**src/rtl/mem_access_unit_pkg.sv**
```systemverilog
// Shared types for the load/store formatting stage: access sizes and FSM states.
package mem_access_unit_pkg;

    typedef enum logic [1:0] {
        MEM_WORD = 2'b00,
        MEM_HALF = 2'b01,
        MEM_BYTE = 2'b10
    } mem_size_t;

    typedef enum logic {
        IDLE   = 1'b0,
        RMW_WR = 1'b1
    } mau_state_t;

    // Encoding 2'b11 is reserved and behaves as a word access.
    function automatic logic is_sub_word(input logic [1:0] size);
        return (size == MEM_HALF) || (size == MEM_BYTE);
    endfunction

endpackage

```
**src/rtl/mem_access_unit_byte_lane_fmt.sv**
```systemverilog
// Combinational lane logic: load extract/rotate/extend and sub-word store merge.
module byte_lane_fmt
    import mem_access_unit_pkg::*;
#(
    parameter bit BIG_ENDIAN = 1'b0
) (
    input  logic [1:0]  size,
    input  logic        sign_ext,
    input  logic [1:0]  offset,
    input  logic [31:0] rd,
    input  logic [31:0] wdata,
    output logic [31:0] load_data,
    output logic [31:0] merge_data
);

    logic [1:0]  byte_lane;
    logic        half_lane;
    logic [7:0]  ld_byte;
    logic [15:0] ld_half;
    logic [31:0] rotated;

    assign byte_lane = BIG_ENDIAN ? (2'd3 - offset) : offset;
    assign half_lane = BIG_ENDIAN ? ~offset[1] : offset[1];
    assign ld_byte   = rd[{byte_lane, 3'b000} +: 8];
    assign ld_half   = rd[{half_lane, 4'b0000} +: 16];

    // Unaligned word loads rotate in address order regardless of lane numbering.
    always_comb begin
        case (offset)
            2'd1:    rotated = {rd[7:0],  rd[31:8]};
            2'd2:    rotated = {rd[15:0], rd[31:16]};
            2'd3:    rotated = {rd[23:0], rd[31:24]};
            default: rotated = rd;
        endcase
    end

    always_comb begin
        case (mem_size_t'(size))
            MEM_BYTE: load_data = {{24{sign_ext & ld_byte[7]}}, ld_byte};
            MEM_HALF: load_data = {{16{sign_ext & ld_half[15]}}, ld_half};
            default:  load_data = rotated;
        endcase
    end

    always_comb begin
        merge_data = rd;
        case (mem_size_t'(size))
            MEM_BYTE: merge_data[{byte_lane, 3'b000} +: 8]  = wdata[7:0];
            MEM_HALF: merge_data[{half_lane, 4'b0000} +: 16] = wdata[15:0];
            default:  merge_data = wdata;
        endcase
    end

endmodule

```
**src/rtl/mem_access_unit.sv**
```systemverilog
// Memory-stage load/store formatter; sub-word stores use a two-cycle read-modify-write.
module mem_access_unit
    import mem_access_unit_pkg::*;
#(
    parameter bit BIG_ENDIAN = 1'b0
) (
    input  logic        clk,
    input  logic        reset,
    input  logic        mem_en,
    input  logic        mem_we,
    input  logic [1:0]  mem_size,
    input  logic        mem_signed,
    input  logic [31:0] addr,
    input  logic [31:0] wdata,
    output logic [31:0] rdata,
    output logic        stall,
    output logic        dmem_we,
    output logic [31:0] dmem_a,
    output logic [31:0] dmem_wd,
    input  logic [31:0] dmem_rd
);

    mau_state_t  state;
    logic [31:0] merge_q;
    logic [31:0] addr_q;
    logic [31:0] load_data;
    logic [31:0] merge_data;
    logic        sub_store;

    assign sub_store = mem_en && mem_we && is_sub_word(mem_size);

    byte_lane_fmt #(.BIG_ENDIAN(BIG_ENDIAN)) u_fmt (
        .size       (mem_size),
        .sign_ext   (mem_signed),
        .offset     (addr[1:0]),
        .rd         (dmem_rd),
        .wdata      (wdata),
        .load_data  (load_data),
        .merge_data (merge_data)
    );

    // Reset masks the outputs so a pending RMW write is dropped in the reset cycle.
    always_comb begin
        rdata   = 32'h0;
        stall   = 1'b0;
        dmem_we = 1'b0;
        dmem_a  = addr;
        dmem_wd = wdata;
        case (state)
            IDLE: begin
                if (mem_en && !mem_we) begin
                    rdata = load_data;
                end else if (sub_store) begin
                    stall = 1'b1;
                end else if (mem_en && mem_we) begin
                    dmem_we = 1'b1;
                    dmem_a  = {addr[31:2], 2'b00};
                end
            end
            RMW_WR: begin
                dmem_we = 1'b1;
                dmem_a  = addr_q;
                dmem_wd = merge_q;
            end
            default: ;
        endcase
        if (reset) begin
            rdata   = 32'h0;
            stall   = 1'b0;
            dmem_we = 1'b0;
        end
    end

    always_ff @(posedge clk) begin
        if (reset) begin
            state   <= IDLE;
            merge_q <= 32'h0;
            addr_q  <= 32'h0;
        end else begin
            case (state)
                IDLE: begin
                    if (sub_store) begin
                        merge_q <= merge_data;
                        addr_q  <= addr;
                        state   <= RMW_WR;
                    end
                end
                RMW_WR:  state <= IDLE;
                default: state <= IDLE;
            endcase
        end
    end

endmodule
```
**config.mk**
```make
export PLATFORM = sky130hd
export DESIGN_NAME = mem_access_unit
export DESIGN_NICKNAME = d
export VERILOG_FILES = /design/src/rtl/mem_access_unit_pkg.sv /design/src/rtl/mem_access_unit_byte_lane_fmt.sv /design/src/rtl/mem_access_unit.sv
export SDC_FILE = /design/constraint.sdc
export NUM_CORES = 1
export LEC_CHECK = 0
export CAP_MARGIN = 40
export CORE_UTILIZATION = 45
export CTS_CLUSTER_DIAMETER = 120
export DETAILED_ROUTE_END_ITERATION = 10
export HOLD_SLACK_MARGIN = 0.08
export PLACE_DENSITY_LB_ADDON = 0.08
export SYNTH_ARGS = -nofsm -noshare
export SYNTH_HDL_FRONTEND = slang
export SYNTH_SLANG_ARGS = --single-unit
```
**constraint.sdc**
```tcl
create_clock -name clk -period 2.2 [get_ports clk]
set_input_delay 0.33 -clock clk [delete_from_list [all_inputs] [get_ports clk]]
set_output_delay 0.33 -clock clk [all_outputs]
set_load 0.01 [all_outputs]
```
==> run_results.csv, run 1 <==
group,metric,value,unit
routing,routed_wire_length,22300,µm
place,placement.io_buffers,200,
sta,tightestPinTransition,0.728,ns
logic_synthesis,synth_async_sr_flop_share,0,%
power,share_of_power_burned_in_the_clock_network,36.7,%
floorplanning,num_io_pins,201,
worst_hold_path,hold-path-cell-count,2,
power,worst_ir_drop_vdd,0.492,mV
global_route,grt_use_total,35.9,%
logic_synthesis,synth_enable_flop_cells,0,
clock_tree,clock_tree.htree_level_count,3,
routing,wire_per_inst,20.5,µm
layout,fillCellCount,818,
critical_path,worstPathRequired,1.87,ns
critical_path,arrival,1.83,ns
global_route,grt_pass1_vias,6253,
global_route,grt-ovfl-total,0,
logic_synthesis,ys_top_cells_by_area,"dfxtp_1 25%, mux2_2 20%, nand2_1 7.4%, a21oi_1 6.4%, a32oi_1 4.0%",
global_route,number_of_antenna_violations_at_the_first_check_in_global_routing,0,
layout,final_cell_area,8680,µm²
layout,final_core_utilization,76.0,%
layout,num-nets-final,1053,
critical_path,worst-r2r-setup-slack,0.29,ns
logic_synthesis,syn-mean-instance-area,7.84,µm²
power,cellLeakagePower,0.00360,µW
clock_tree,clock_tree.root_cell,"clkbuf_16",
sta,post-route-min-period,2.16,ns
sta,setup_viol,0,
layout,area_growth,65.2,%
routing,drc,0,
routing,ant_nets,0,
logic_synthesis,ys_seq_area_share,24.8,%
logic_synthesis,synth_most_common_cell,"nand2_1",
clock_tree,tritoncts,"built",
routing,drt_iter0_drc,613,
logic_synthesis,synth.lib_cells_used.distinct,41,
place,globalplace.congestion,0.978,
routing,dr_total_vias,6655,
clock_tree,cts_sinks,65,
logic_synthesis,ys_seq_elements,65,
worst_hold_path,worstHoldPathType,"reg -> reg",
floorplanning,placeableCoreArea,11400,µm²
power,p_per_area,497,nW/µm²
global_route,largest_net_degree_at_the_start_of_global_routing,68,
sta,max_clock_freq,463,MHz
clock_tree,clock_path_buffers,2,
floorplanning,chipWidth,110,µm
sta,min_period_over_period,98.2,%
clock_tree,clock_insertion_delay_worst_skew,0.33,ns
routing,drt_pass1_iterations,6,
floorplanning,row_count,39,
sta,grt_setup_unrepaired,"false",
logic_synthesis,fraction_of_synthesized_cell_area_taken_by_the_top_area_cell_type,24.8,%
place,post_dp_cell_area,8080,µm²
logic_synthesis,synth_largest_area_cell,"dfxtp_1",
routing,vias_per_cell,6.10,
power,internal_power,2990,µW
sta,slew_violations,0,
critical_path,worst-setup-path-type,"reg -> out",
worst_hold_path,timing.hold.worst_endpoint,"addr_q[6]",
logic_synthesis,synth_flop_cell,"dfxtp_1",
sta,max-slew-margin-rel,51.5,%
sta,hold_slack,0.460,ns
critical_path,critical_path.startpoint_type,"register",
sta,timing_hold_violations_final,0,
critical_path,worst_r2r_startpoint,"state",
critical_path,r2r.worst_path.cells,5,
logic_synthesis,mappedNetlistArea,5250,µm²
clock_tree,cts_inserted_buffers,9,
clock_tree,clk_transition_reported_paths,0.06,ns
critical_path,worstSetupEndpointType,"primary output",
power,p_sw,1320,µW
sta,tns,0,ns
logic_synthesis,syn_inst,670,
place,placedCellCount,1064,
global_route,grt_first_pass_wirelength,32900,µm
power,share_comb_of_total_power,33.8,%
logic_synthesis,ys_warn_count,0,
power,p_sw_share,30.5,%
place,dp_hpwl,16100,µm
floorplanning,initial_utilization,46.0,%
layout,layout-drive-gt1-share,30.7,%
worst_hold_path,min-delay-start,"addr_q[6]",
run,maxCapViolCount,0,
layout,antenna_cells,0,
layout,final_cells,1091,
sta,worst_clock_skew,0.00491,ns
power,seqPwrFrac,29.5,%
run_status,run_status,"completed",
critical_path,worst_reg2reg_path_endpoint,"merge_q[7]",
logic_synthesis,synth_fp_nets,780,
critical_path,crit_fanout,12,
floorplanning,fp.dieArea,12100,µm²
floorplanning,die_height,110,µm
logic_synthesis,ys_top_cells_by_count,"103 x nand2_1, 93 x mux2_2, 67 x a21oi_1",
## what timing repair did
action,4_1_cts,5_1_grt
endpoints found under the hold margin,0,0
pin swaps,9,10
setup buffers,5,2
gates cloned,4,0
hold buffers,0,0
setup endpoints to repair,126,41
resized for setup,171,31
## sequential cells by signal, summed over array words and instances (netlist names)
name and cells:
addr_q 32, merge_q 32, state 1
## stage by stage
step / setup slack (ns) / total power, µW
floorplan: 0.0256 / 1910
global placement: -0.769 / 2650
detailed placement: -0.773 / 2680
CTS: -0.0140 / 4290
global route: 0.000133 / 4470
finish: 0.0386 / 4310
## logic make-up after synthesis
logic type / synth area share (%)
AOI/OAI and AO/OA: 27.9
and+or+nand+nor: 17.9
muxes: 21.7
buffers and inverters: 5.98
DFF: 24.8
adders and majority gates: 1.67
## how the worst max path moves through the flow
stage	from	endpoint	slack, ns
2_1_floorplan	addr[1]	rdata[7]	0.03
6_report	state	dmem_wd[2]	0.04
5_1_grt	dmem_rd[27]	rdata[3]	0.0001
3_5_place_dp	addr[0]	rdata[6]	-0.77
4_1_cts	dmem_rd[30]	rdata[6]	-0.01
3_3_place_gp	addr[0]	rdata[8]	-0.77
## cell usage in the layout, fill, tap and decap left out, types with 7 or more instances in the layout
cell             Yosys  routed
a211oi_1            24      24
a21oi_1             67      65
a221oi_1             9       8
a22oi_1             26      26
a32oi_1             24      24
buf_12               0       7
buf_2               25      17
buf_4                0     106
buf_6                1      10
clkbuf_16            0       9
clkdlybuf4s50_1      0     116
dfxtp_1             65      64
dlygate4sd2_1        0      36
dlymetal6s2s_1       0      15
inv_1                9       8
mux2_2              93      93
mux2i_1              8       7
nand2_1            103     102
nand3_1             24      24
nor2_1              54      53
nor2b_1             13      11
nor3_1               8       8
o211ai_1             7       7
o21ai_0             27      26
o2bb2ai_1            7       7
## area by class of cell
type	count	area, µm²	area share [%]
multi-input cells	532	3770	43.4
repair buffers	326	3070	35.3
flip-flops and latches	65	1310	15.0
clock buffers	9	225	2.60
well taps	143	179	2.06
clock inverters	7	100	1.15
inverters	9	33.8	0.389
## power by group through the flow
stage | Combinational [µW] | Sequential [µW] | Clock (µW)
floorplan | 623 | 1280 | 0
global placement | 1360 | 1290 | 0
detailed placement | 1390 | 1300 | 0
CTS | 1430 | 1270 | 1590
global route | 1540 | 1280 | 1650
finish | 1450 | 1270 | 1580
## routing by layer
layer | GRT usage, % | vias up | part of all wire [%]
met2 | 59.8 | 405 | 48
met1 | 45.4 | 3156 | 39
met3 | 7.52 | 51 | 10
li1 | - | 3043 | -
met5 | 0 | - | 0
met4 | 13.0 | 0 | 2.8
## worst max-delay path, stage by stage, from the launching register on
cell and delay [ns]:
dfxtp_4 0.42, buf_12 0.17, mux2_2 0.34, clkdlybuf4s50_1 0.57
Power figures use the tool's default switching activity.
==> inputs of run 2 (changes only) <==
- CORE_MARGIN: default -> 2
==> run 2 against run 1 <==
  * Worst hold slack got worse by 0.0099 ns
  * Final cell count grew 0.73%
  * Critical path type is now in -> out
  * Global-route usage shrank 0.46 points
  * Design area grew 0.97%
  * Critical endpoint is now rdata[14]
  * Via count increased by 1.3%
  * Highest routed layer unchanged
  * First-iteration DRC count increased by 2.8%
  * Critical path depth up 7
  * Sequential power barely moved
  * Die area rose by 3.7%
  * Fmax fell by 1.1%
  * Register-to-register slack about the same
  * Count of clock-buffer cells in the layout is 1 higher
==> run_results.csv, run 2 (synthesis results as in run 1) <==
group,metric,value,unit
sta,final.setup.worst_slack,0.0155,ns
critical_path,critical_path.cell_chain,"buf_2 > buf_12 > ha_2 > buf_6 > buf_6 > a22oi_1 > nand3_1 > o211ai_1 > a21oi_1 > clkdlybuf4s15_2",
routing,dr_total_vias,6741,
place,placement.setup.worst_slack,-0.833,ns
sta,post-route-min-period,2.18,ns
critical_path,crit_path_start,"addr[1]",
floorplanning,initial_utilization,46.0,%
clock_tree,clock_tree.htree_level_count,3,
critical_path,worst_reg2reg_path_endpoint,"addr_q[17]",
clock_tree,tritoncts,"built",
run,maxCapViolCount,0,
clock_tree,cts_sinks,65,
layout,num-nets-final,1061,
power,internal_power,2870,µW
power,report.power.total,4190,µW
global_route,met3_usage,9.61,%
critical_path,worst_r2r_startpoint,"state",
clock_tree,clock_tree.root_cell,"clkbuf_16",
place,dp_hpwl,16600,µm
power,share_comb_of_total_power,35.0,%
power,p_per_area,478,nW/µm²
layout,top_regs,"addr_q x32, merge_q x32, state x1",
global_route,grt-ovfl-total,0,
critical_path,worstSetupEndpointType,"primary output",
routing,routed_wire_length,23500,µm
routing,drt_pass1_iterations,5,
sta,tightestPinTransition,0.747,ns
floorplanning,chipWidth,112,µm
critical_path,timing.critical_path.slowest_cell_delay,0.25,ns
routing,drt_iter0_drc,630,
power,share_of_power_burned_in_the_clock_network,34.6,%
global_route,grt_first_pass_wirelength,35200,µm
critical_path,critical_path.startpoint_type,"input pin",
sta,grt_setup_unrepaired,"true",
clock_tree,clk_transition_reported_paths,0.06,ns
floorplanning,row_count,39,
sta,worst_clock_skew,0.00546,ns
routing,ant_nets,0,
layout,layout-drive-gt1-share,32.1,%
global_route,number_of_antenna_violations_at_the_first_check_in_global_routing,0,
sta,min_period_over_period,99.3,%
critical_path,r2r.worst_path.cells,6,
floorplanning,fp.dieArea,12600,µm²
global_route,largest_net_degree_at_the_start_of_global_routing,68,
place,globalplace.congestion,0.957,
sta,setup_viol,0,
run_status,run_status,"completed",
routing,drc,0,
routing,wire_per_inst,21.3,µm
critical_path,worst-setup-path-type,"in -> out",
routing,vias_per_cell,6.13,
sta,max_clock_freq,458,MHz
layout,fillCellCount,829,
power,worst_ir_drop_vdd,0.502,mV
place,placement.io_buffers,200,
power,cellLeakagePower,0.00387,µW
floorplanning,num_io_pins,201,
critical_path,arrival,1.85,ns
clock_tree,hold_buffers,0,
critical_path,worstPathRequired,1.87,ns
critical_path,critPathCapture,"rdata[14]",
layout,antenna_cells,0,
global_route,gr-max-usage-layer,"met2",
clock_tree,cts_inserted_buffers,9,
floorplanning,die_height,112,µm
sta,max-slew-margin-rel,50.2,%
sta,slew_violations,0,
global_route,grt_use_total,35.4,%
clock_tree,clock_insertion_delay_worst_skew,0.34,ns
global_route,met2_track_utilization_from_global_routing,61.4,%
global_route,grt_pass1_vias,6645,
floorplanning,placeableCoreArea,11400,µm²
power,p_sw_share,31.5,%
worst_hold_path,worstHoldPathType,"reg -> reg",
critical_path,crit_fanout,11,
critical_path,worst-r2r-setup-slack,0.29,ns
critical_path,crit_path_top_delay_cell,"clkdlybuf4s15_2",
clock_tree,clock_path_buffers,2,
layout,area_growth,66.8,%
power,seqPwrFrac,30.4,%
sta,hold_slack,0.450,ns
power,p_sw,1320,µW
sta,timing_hold_violations_final,0,
layout,layout_common_cells,"109 x buf_4, 102 x nand2_1, 93 x mux2_2, 93 x clkdlybuf4s50_1, 67 x a21oi_1",
global_route,grt.met1_usage,42.3,%
layout,mostFrequentLayoutCell,"buf_4",
critical_path,timing.critical_path.mode_cell,"buf_6",
-- run 2: changes by cell type in the layout (fill, tap and decap cells not counted), moves of 8 or more --
cell             previous run  this run
dlygate4sd2_1              36        23
clkdlybuf4s50_1           116        93
buf_2                      17        25
dlymetal6s2s_1             15        46
-- run 2: worst max-delay path, delay by kind of cell --
kind	cells	cell delay (ns)
simple gates	1	0.10
fa+ha+maj	1	0.20
compound gates	3	0.37
buf+inv	5	0.83
-- run 2: power groups by stage --
stage          sequential (µW)  combinational [µW]  clock (µW)
6_report                  1270                1470        1450
5_1_grt                   1280                1550        1500
4_1_cts                   1270                1440        1460
3_5_place_dp              1290                1400           0
3_3_place_gp              1290                1370           0
2_1_floorplan             1280                 623           0
-- run 2: per-layer routing --
layer	vias up	routed length, µm
li1	3050	-
met1	3231	9040
met2	389	11600
met3	71	2180
met4	0	663
met5	-	0
-- run 2: stage by stage --
| step | util, % | instances | setup TNS [ns] | instance area, µm² |
|---|---|---|---|---|
| after CTS | 75.4 | 1095 | 0 | 8610 |
| after global routing | 76.7 | 1099 | -0.0589 | 8760 |
| final | 76.7 | 1099 | 0 | 8760 |
| after floorplan | - | 670 | 0 | 5250 |
| after global placement | 71.0 | 1069 | -56.35 | 8110 |
| after detailed placement | 71.0 | 1069 | -58.93 | 8110 |
-- run 2: worst min-delay path by stage --
stage	slack, ns	start	cells after the start	end
detailed placement	0.44	addr_q[16]	2	addr_q[16]
global route	0.47	addr[0]	4	addr_q[0]
CTS	0.41	addr[0]	4	addr_q[0]
floorplan	0.43	addr_q[10]	2	addr_q[10]
global placement	0.44	addr_q[3]	2	addr_q[3]
finish	0.45	addr_q[16]	2	addr_q[16]
-- run 2: cell type report --
cell class              instances  area (µm²)  area share (%)
well taps                     143         179            2.04
clock inverters                 6        66.3           0.757
multi-input cells             532        3760            42.9
clock buffers                  10         229            2.61
flip-flops and latches         65        1300            14.9
inverters                       9        33.8           0.386
repair buffers                334        3190            36.4
-- run 2: timing repair --
item / in CTS / in global routing
setup buffers: 7 / 3
endpoints found under the setup margin: 151 / 78
resized for setup: 184 / 68
pin swaps: 9 / 6
cloned: 3 / 1
